[src/rtl/nubus_pkg.sv]
// Shared NuBus slave definitions: FSM states, logical status codes (tm1,tm0),
// slot-space prefix and the byte-lane decode used for mode pins.
package nubus_pkg;

  typedef enum logic [1:0] {
    ST_IDLE  = 2'd0,
    ST_LATCH = 2'd1,
    ST_MEM   = 2'd2,
    ST_ACK   = 2'd3
  } state_t;

  localparam logic [1:0] STAT_COMPLETE = 2'b00;
  localparam logic [1:0] STAT_ERROR    = 2'b01;
  localparam logic [1:0] STAT_TIMEOUT  = 2'b10;
  localparam logic [1:0] STAT_RETRY    = 2'b11;

  localparam logic [3:0] SLOT_PREFIX = 4'hF;

  // Halfword selects use a[1:0] of 10/01; anything else in word mode is a full word.
  function automatic logic [3:0] byte_sel(input logic is_byte, input logic [1:0] a);
    if (is_byte) return 4'b0001 << a;
    case (a)
      2'b10:   return 4'b1100;
      2'b01:   return 4'b0011;
      default: return 4'b1111;
    endcase
  endfunction

endpackage

[src/rtl/nubus_slave_decode.sv]
// Combinational START decode: slot-space match for this card's ID, plus
// direction, byte lanes and local byte address from the bus pins.
module nubus_slave_decode
  import nubus_pkg::*;
(
  input  logic        nub_startn,
  input  logic        nub_ackn,
  input  logic [3:0]  nub_idn,
  input  logic        nub_tm1n,
  input  logic        nub_tm0n,
  input  logic [31:0] nub_adn,
  output logic        match,
  output logic        is_write,
  output logic [3:0]  bytesel,
  output logic [23:0] addr
);

  logic [31:0] ad;

  assign ad = ~nub_adn;

  // START coinciding with ACK* low is an attention cycle, not a transaction.
  assign match    = !nub_startn && nub_ackn &&
                    (ad[31:28] == SLOT_PREFIX) && (ad[27:24] == ~nub_idn);
  assign is_write = nub_tm1n;
  assign bytesel  = byte_sel(~nub_tm0n, ad[1:0]);
  assign addr     = ad[23:0];

endmodule

[src/rtl/nubus_slave.sv]
// NuBus slave responder: latches a slot-space request, hands it to local
// memory over valid/ready, then drives a single ACK cycle with status/data.
//
// state    | meaning
// ---------+--------------------------------------------------------------
// ST_IDLE  | waiting for a matching START
// ST_LATCH | write-data cycle on AD, captured as mem_wdata
// ST_MEM   | mem_valid high, waiting for mem_ready or timeout
// ST_ACK   | one cycle of ACK* with status (and read data on AD)
module nubus_slave
  import nubus_pkg::*;
#(
  parameter int TIMEOUT_CYCLES = 200
) (
  input  logic        nub_clk,
  input  logic        nub_reset,
  input  logic [3:0]  nub_idn,
  input  logic        nub_startn,
  input  logic        nub_ackn,
  input  logic        nub_tm1n,
  input  logic        nub_tm0n,
  input  logic [31:0] nub_adn,
  output logic [31:0] nub_adn_o,
  output logic        slv_adoe_o,
  output logic        nub_ackn_o,
  output logic        nub_tm1n_o,
  output logic        nub_tm0n_o,
  output logic        slv_tmoe_o,
  output logic        slv_ackcy,
  output logic        mem_valid,
  output logic        mem_write,
  output logic [23:0] mem_addr,
  output logic [3:0]  mem_bytesel,
  output logic [31:0] mem_wdata,
  input  logic        mem_ready,
  input  logic [31:0] mem_rdata
);

  localparam logic [7:0] TMO_LAST = 8'(TIMEOUT_CYCLES - 1);

  state_t      state;
  logic [7:0]  tmo_cnt;
  logic        dec_match;
  logic        dec_write;
  logic [3:0]  dec_bytesel;
  logic [23:0] dec_addr;
  logic [1:0]  mem_stat;

  nubus_slave_decode u_decode (
    .nub_startn (nub_startn),
    .nub_ackn   (nub_ackn),
    .nub_idn    (nub_idn),
    .nub_tm1n   (nub_tm1n),
    .nub_tm0n   (nub_tm0n),
    .nub_adn    (nub_adn),
    .match      (dec_match),
    .is_write   (dec_write),
    .bytesel    (dec_bytesel),
    .addr       (dec_addr)
  );

  // Ready beats a coincident timeout.
  assign mem_stat = mem_ready ? STAT_COMPLETE : STAT_ERROR;

  always_ff @(posedge nub_clk) begin
    if (nub_reset) begin
      state       <= ST_IDLE;
      tmo_cnt     <= '0;
      mem_valid   <= 1'b0;
      mem_write   <= 1'b0;
      mem_addr    <= '0;
      mem_bytesel <= '0;
      mem_wdata   <= '0;
      slv_ackcy   <= 1'b0;
      slv_adoe_o  <= 1'b0;
      slv_tmoe_o  <= 1'b0;
      nub_ackn_o  <= 1'b1;
      nub_tm1n_o  <= 1'b1;
      nub_tm0n_o  <= 1'b1;
      nub_adn_o   <= '1;
    end else begin
      case (state)
        ST_IDLE: begin
          if (dec_match) begin
            mem_addr    <= dec_addr;
            mem_write   <= dec_write;
            mem_bytesel <= dec_bytesel;
            state       <= ST_LATCH;
          end
        end
        ST_LATCH: begin
          mem_wdata <= ~nub_adn;
          mem_valid <= 1'b1;
          tmo_cnt   <= '0;
          state     <= ST_MEM;
        end
        ST_MEM: begin
          if (mem_ready || (tmo_cnt == TMO_LAST)) begin
            mem_valid  <= 1'b0;
            slv_ackcy  <= 1'b1;
            slv_tmoe_o <= 1'b1;
            nub_ackn_o <= 1'b0;
            nub_tm1n_o <= ~mem_stat[1];
            nub_tm0n_o <= ~mem_stat[0];
            if (!mem_write) begin
              slv_adoe_o <= 1'b1;
              nub_adn_o  <= mem_ready ? ~mem_rdata : '1;
            end
            state <= ST_ACK;
          end else begin
            tmo_cnt <= tmo_cnt + 8'd1;
          end
        end
        ST_ACK: begin
          slv_ackcy  <= 1'b0;
          slv_tmoe_o <= 1'b0;
          slv_adoe_o <= 1'b0;
          nub_ackn_o <= 1'b1;
          nub_tm1n_o <= 1'b1;
          nub_tm0n_o <= 1'b1;
          nub_adn_o  <= '1;
          state      <= ST_IDLE;
        end
        default: state <= ST_IDLE;
      endcase
    end
  end

endmodule

[config.mk]
export PLATFORM = sky130hd
export DESIGN_NAME = nubus_slave
export DESIGN_NICKNAME = d
export VERILOG_FILES = /design/src/rtl/nubus_pkg.sv /design/src/rtl/nubus_slave_decode.sv /design/src/rtl/nubus_slave.sv
export SDC_FILE = /design/constraint.sdc
export NUM_CORES = 1
export LEC_CHECK = 0
export CORE_AREA = 2 2 145 76
export CTS_CLUSTER_DIAMETER = 200
export DETAILED_ROUTE_END_ITERATION = 10
export DIE_AREA = 0 0 147 78
export PLACE_DENSITY = 0.9
export SLEW_MARGIN = 10
export SYNTH_ARGS = -nofsm -noshare
export SYNTH_HDL_FRONTEND = slang
export SYNTH_SLANG_ARGS = --single-unit
export TNS_END_PERCENT = 5
[constraint.sdc]
create_clock -name nub_clk -period 2 [get_ports nub_clk]
set_input_delay 0.2 -clock nub_clk [delete_from_list [all_inputs] [get_ports nub_clk]]
set_output_delay 0.2 -clock nub_clk [all_outputs]
set_load 0.005 [all_outputs]
# Word-level counts from Yosys, hierarchy flattened
# Index checks and enable logic that the tools add are counted.
[op_classes] mux=24 shift=1 eq_ne=12 reduce_logical=14 addsub=1 n_bitwise=5
[op_table] cell="$mux 32" n=3
[op_table] cell="$not 32->32" n=2
[op_table] cell="$pmux 32 s2" n=1
[op_table] cell="$pmux 8 s2" n=1
[op_table] cell="$pmux 1 s2" n=6
[op_table] cell="$reduce_and 2->1" n=5
[op_table] cell="$add 8x1->8 const B" n=1
[op_table] cell="$eq 8x8->1 const B" n=1
[op_table] cell="$mux 8" n=1
[op_table] cell="$ne 2x2->1 const B" n=4
[op_table] cell="$pmux 2 s4" n=1
[op_table] cell="$pmux 4 s2" n=1
[op_table] cell="$mux 1" n=7
[op_table] cell="$eq 2x2->1 const B" n=3
[op_table] cell="$eq 2x1->1 const B" n=2
[op_table] cell="$eq 4x4->1" n=1
[op_table] cell="$eq 4x4->1 const B" n=1
[op_table] cell="$mux 2" n=2
[op_table] cell="$mux 4" n=1
[op_table] cell="$not 4->4" n=1
[op_table] cell="$reduce_bool 2->1" n=2
[op_table] cell="$shl 1x2->4 const A" n=1
[op_table] cell="$logic_and 1x1->1" n=3
[op_table] cell="$reduce_and 3->1" n=1
[op_table] cell="other kinds (5)" n=5
[word_totals] input_bits=75 reg_bits=109 word_cells=70 output_inout_bits=100

# Longest topological paths before layout
# Gate-level depths: netlist of the first run.
[depth] depth_word=6 ltp_mapped=8

# Hierarchy
# Synthesis of the first run repeated with hierarchy kept, for this count alone.
[unflattened] hier_cells=515 hier_area_um2=4610.7
[by_module_without_submodules] module="nubus_slave" area_per_inst_um2=4406.7 seq_area_each_um2=2162.1 n_inst=1 cells_each=477
[by_module_without_submodules] module="nubus_slave_decode" area_per_inst_um2=203.9 seq_area_each_um2=0.0 n_inst=1 cells_each=38

# Worst setup path before layout of the first run
# Ideal clock, no wire load.
[synth_path] path_kind="register to register" startpoint="register state[0]" endpoint="register state[0]" slack_ns=0.270 setup_ns=0.119 arrival_ns=1.611 synth_period_minus_slack_ns=1.730 path_buffers=1 path_stages_with_launch=8 required_time_ns=1.881 path_cell_list="dfxtp_1 inv_1 ha_1 clkbuf_1 nor2b_1 o21ai_0 o211a_1 o221a_2"
[synth_between] elab_chain_cells=3 word_cells_on_any_way=8 cone_classes="eq/ne: 5; mux: 1; reduce/logical: 2"
[synth_lines] item="start, declared" line_no="nubus_slave.sv:41" source="state_t state;"
[synth_lines] item="start signal, assigned" line_no="nubus_slave.sv:67" source="state <= ST_IDLE;"
[synth_lines] item="start signal, assigned" line_no="nubus_slave.sv:88" source="state <= ST_LATCH;"
[synth_lines] item="start signal, assigned" line_no="nubus_slave.sv:95" source="state <= ST_MEM;"
[synth_lines] item="$eq 2x2->1 / $logic_not 2->1 (equally long branches)" line_no="nubus_slave.sv:82" source="case (state)"
[synth_lines] item="$ne 2x2->1 (no line)"
[synth_lines] item="$reduce_and 2->1 (no line)"
# Parallel ways exist; a longest one is shown, timed or not.
# A chain may end at the register's enable or synchronous reset.

# Worst setup path in the final report of the first run
[layout_path] startpoint="register tmo_cnt[0]" endpoint="register slv_adoe_o"
[layout_between] elab_chain_cells=4
[layout_lines] item="start, declared" line_no="nubus_slave.sv:42" source="logic [7:0] tmo_cnt;"
[layout_lines] item="start signal, assigned" line_no="nubus_slave.sv:111" source="tmo_cnt <= tmo_cnt + 8'd1;"
[layout_lines] item="$eq 8x8->1" line_no="nubus_slave.sv:98" source="if (mem_ready || (tmo_cnt == TMO_LAST)) begin"
[layout_lines] item="$logic_or 1x1->1" line_no="nubus_slave.sv:98"
[layout_lines] item="$ne 2x2->1 (no line)"
[layout_lines] item="$reduce_and 3->1 (no line)"
[layout_lines] item="end signal, assigned" line_no="nubus_slave.sv:75" source="slv_adoe_o <= 1'b0;"
[layout_lines] item="end signal, assigned" line_no="nubus_slave.sv:106" source="slv_adoe_o <= 1'b1;"
[layout_lines] item="end signal, assigned" line_no="nubus_slave.sv:117" source="slv_adoe_o <= 1'b0;"
[layout_lines] item="end, declared" line_no="nubus_slave.sv:24" source="output logic slv_adoe_o,"
# No other way between the ends.

==> results_dict.tcl, run 1 <==
set metrics [dict create \
    max_freq_mhz 547.3 \
    detail_route.wl_per_cell_um 16.32 \
    rsz0062_at_grt "no" \
    hold_class "in -> reg" \
    async_flop_share 0 \
    status "completed" \
    final_nets 699 \
    ys_ff_latch 108 \
    fp.dieW_um 147 \
    syn_area_per_cell_um2 9.236 \
    fillers 787 \
    clk_pin_slew_ps 70 \
    start_util 0.4295 \
    netlist_top_cells_area "dfxtp_1 50%, a311oi_1 6.5%, a211oi_1 5.7%, a31oi_1 4.8%, nor2_1 3.9%" \
    setup_violations 0 \
    r2r_end "slv_adoe_o" \
    num_antenna_cells 0 \
    detailroute.via_count 4245 \
    synthCells 469 \
    synth_top_area_frac 0.4991 \
    cts_sinks 108 \
    die_y_um 78 \
    hold_start "nub_reset" \
    ctsHoldBuffers 0 \
    synth_top_cell_by_area "dfxtp_1" \
    first_global_vias 4041 \
    ys_warn_count 0 \
    io_pins 175 \
    drtIter0Drc 353 \
    insertion_delay_ps 340 \
    cts_root_buf "clkbuf_16" \
    syn_to_final_growth_pct 50.09 \
    yosysSeqAreaShare 0.4991 \
    htree_levels 3 \
    stdcell_area_um2 6501 \
    ir_worst_vdd_uv 428.7 \
    path_class "reg -> reg" \
    finalHoldViolations 0 \
    holdPathStages 3 \
    synthFlopType "dfxtp_1" \
    vias_per_cell 5.564 \
    grt_overflow 0 \
    dieArea_um2 11470 \
    numPortBuffers 173 \
    drc_errors 0 \
    ant_nets 0 \
    skew_ps 7.983 \
    gp_congestion 0.7629 \
    crit_path_start_kind "flop" \
    drive_above_1_share 0.06100 \
    final.min_clock_period_ps 1827 \
    period_share 0.9135 \
    cts_buffer_depth 2 \
    power_density_nw_per_um2 638.9 \
    worst_setup_path_end_kind "flop" \
    core_area_um2 10080 \
    hold_slack_ps 239.5 \
    cts_buffers 9 \
    grtUsageTotal 0.2161 \
    synth_area_um2 4332 \
    required_ps 2270 \
    crit_fanout 5 \
    min_to "nub_ackn_o" \
    rr_startpoint "tmo_cnt[0]" \
    std_cell_rows 26 \
    synth-edff-count 0 \
    dpl-instance-area_um2 6211 \
    reg2reg_depth 5 \
    grt_pass1_wl_um 20270 \
    finalMaxSlewViolations 0 \
    grt_max_degree 71 \
    p_leak_uw 0.002220 \
    r2r_slack_ps 170 \
    cp.arrival_ps 2090 \
    antenna_found_initial 0 \
    wl_um 12450 \
    yosysUniqueCellTypes 42 \
    dp.final_hpwl_um 8515 \
    dr.pass1.iters 5 \
    cts_tree "built" \
    cap_violations 0 \
    finalSetupTns_ps 0 \
    synth_nets 550 \
]
metal layers:
metal	wire length, um	GRT usage
met1	5102	0.2554
met2	6347	0.3850
met3	706	0.05471
met4	296	0.07596
met5	0	0
worst max path at each step:
stage | from | endpoint | slack, ps
2_1_floorplan | state[0] | state[0] | 270
4_1_cts | state[0] | state[0] | 160
6_report | tmo_cnt[0] | slv_adoe_o | 170
3_3_place_gp | nub_adn[30] | mem_addr[17] | 150
5_1_grt | tmo_cnt[0] | slv_adoe_o | 30
3_5_place_dp | nub_adn[30] | mem_addr[18] | 90
synth_stat cells, drive strengths merged, types with 7 or more instances:
master	n
clkbuf	36
nand3	8
or3	24
a21oi	33
inv	7
nor2	45
a31oi	33
o21ai	32
dfxtp	108
a311oi	32
a211oi	33
buf	14
logic make-up (layout without fill, tap and decap cells):
family | after synthesis | after routing | synth area share
multiplexers | 2 | 2 | 0.004910
buffers and inverters | 57 | 211 | 0.05488
other | 1 | 1 | 0.0008657
adder cells (fa/ha/maj) | 7 | 7 | 0.01964
AO/OA/AOI/OAI | 177 | 177 | 0.2738
XOR/XNOR | 10 | 10 | 0.02022
flip-flops | 108 | 108 | 0.4991
AND/OR/NAND/NOR | 107 | 107 | 0.1265
cell usage in the layout, fill, tap and decap left out, types with 3 or more instances in the layout:
master	n
buf_4	10
buf_12	5
nand4_1	4
nor3_1	5
a311oi_1	32
o211ai_1	3
inv_1	7
nand3_1	8
xor2_1	6
clkdlybuf4s50_1	172
a211oi_1	33
nand2_1	5
dfxtp_1	108
a21oi_1	33
a31oi_1	33
o21ai_0	31
clkinv_4	3
or3_1	24
nor2_1	45
xnor2_1	4
nand2b_1	5
ha_1	5
clkbuf_16	9
repair_timing:
item	CTS	global route
endpoints found under the setup margin	0	4
gates resized for setup	0	1
setup buffers	0	0
registers in the layout, indices dropped and copies added, names as in the netlist, 2 cells and up:
| name | cells |
|---|---|
| mem_wdata | 32 |
| nub_adn_o | 32 |
| mem_addr | 24 |
| tmo_cnt | 8 |
| mem_bytesel | 4 |
| state | 2 |
stage by stage:
stage / util / total power (uW) / setup slack, ps / instances
finish: 0.6447 / 4154 / 172.9 / 763
global route: 0.6447 / 4314 / 28.56 / 763
CTS: 0.6447 / 4183 / 161.9 / 763
detailed placement: 0.6159 / 2497 / 86.64 / 747
global placement: 0.6159 / 2494 / 146.5 / 747
floorplan: - / 2297 / 270.3 / 469
layout make-up:
class / instances / area, um^2 / area share
inverters: 7 / 26.28 / 0.004042
multi-input cells: 304 / 1946 / 0.2993
repair buffers: 188 / 1902 / 0.2925
well taps: 140 / 175.2 / 0.02694
clock buffers: 12 / 256.5 / 0.03945
flip-flops and latches: 108 / 2162 / 0.3326
clock inverters: 4 / 33.78 / 0.005196
critical path, stage by stage, from the launching register on:
cell,delay (ps)
dfxtp_1,400
ha_1,230
nand4_1,230
o21ba_1,320
or4_1,410
a31oi_1,170
where the power goes:
group,switching [uW],internal (uW),total (uW)
Clock,782,921,1700
Combinational,132,167,299
Sequential,1.03,2150,2150
No activity file was read; power rests on OpenSTA's default activity.
==> run 2: changes to the inputs <==
--- a/config.mk
+++ b/config.mk
@@ -5,6 +5,7 @@
 export SDC_FILE = /design/constraint.sdc
 export NUM_CORES = 1
 export LEC_CHECK = 0
+export ABC_CLOCK_PERIOD_IN_PS = 2000
 export CORE_AREA = 2 2 145 76
 export CTS_CLUSTER_DIAMETER = 200
 export DETAILED_ROUTE_END_ITERATION = 10
==> results of run 2 <==
Final layout, timing and power as in run 1 (identical DEF).
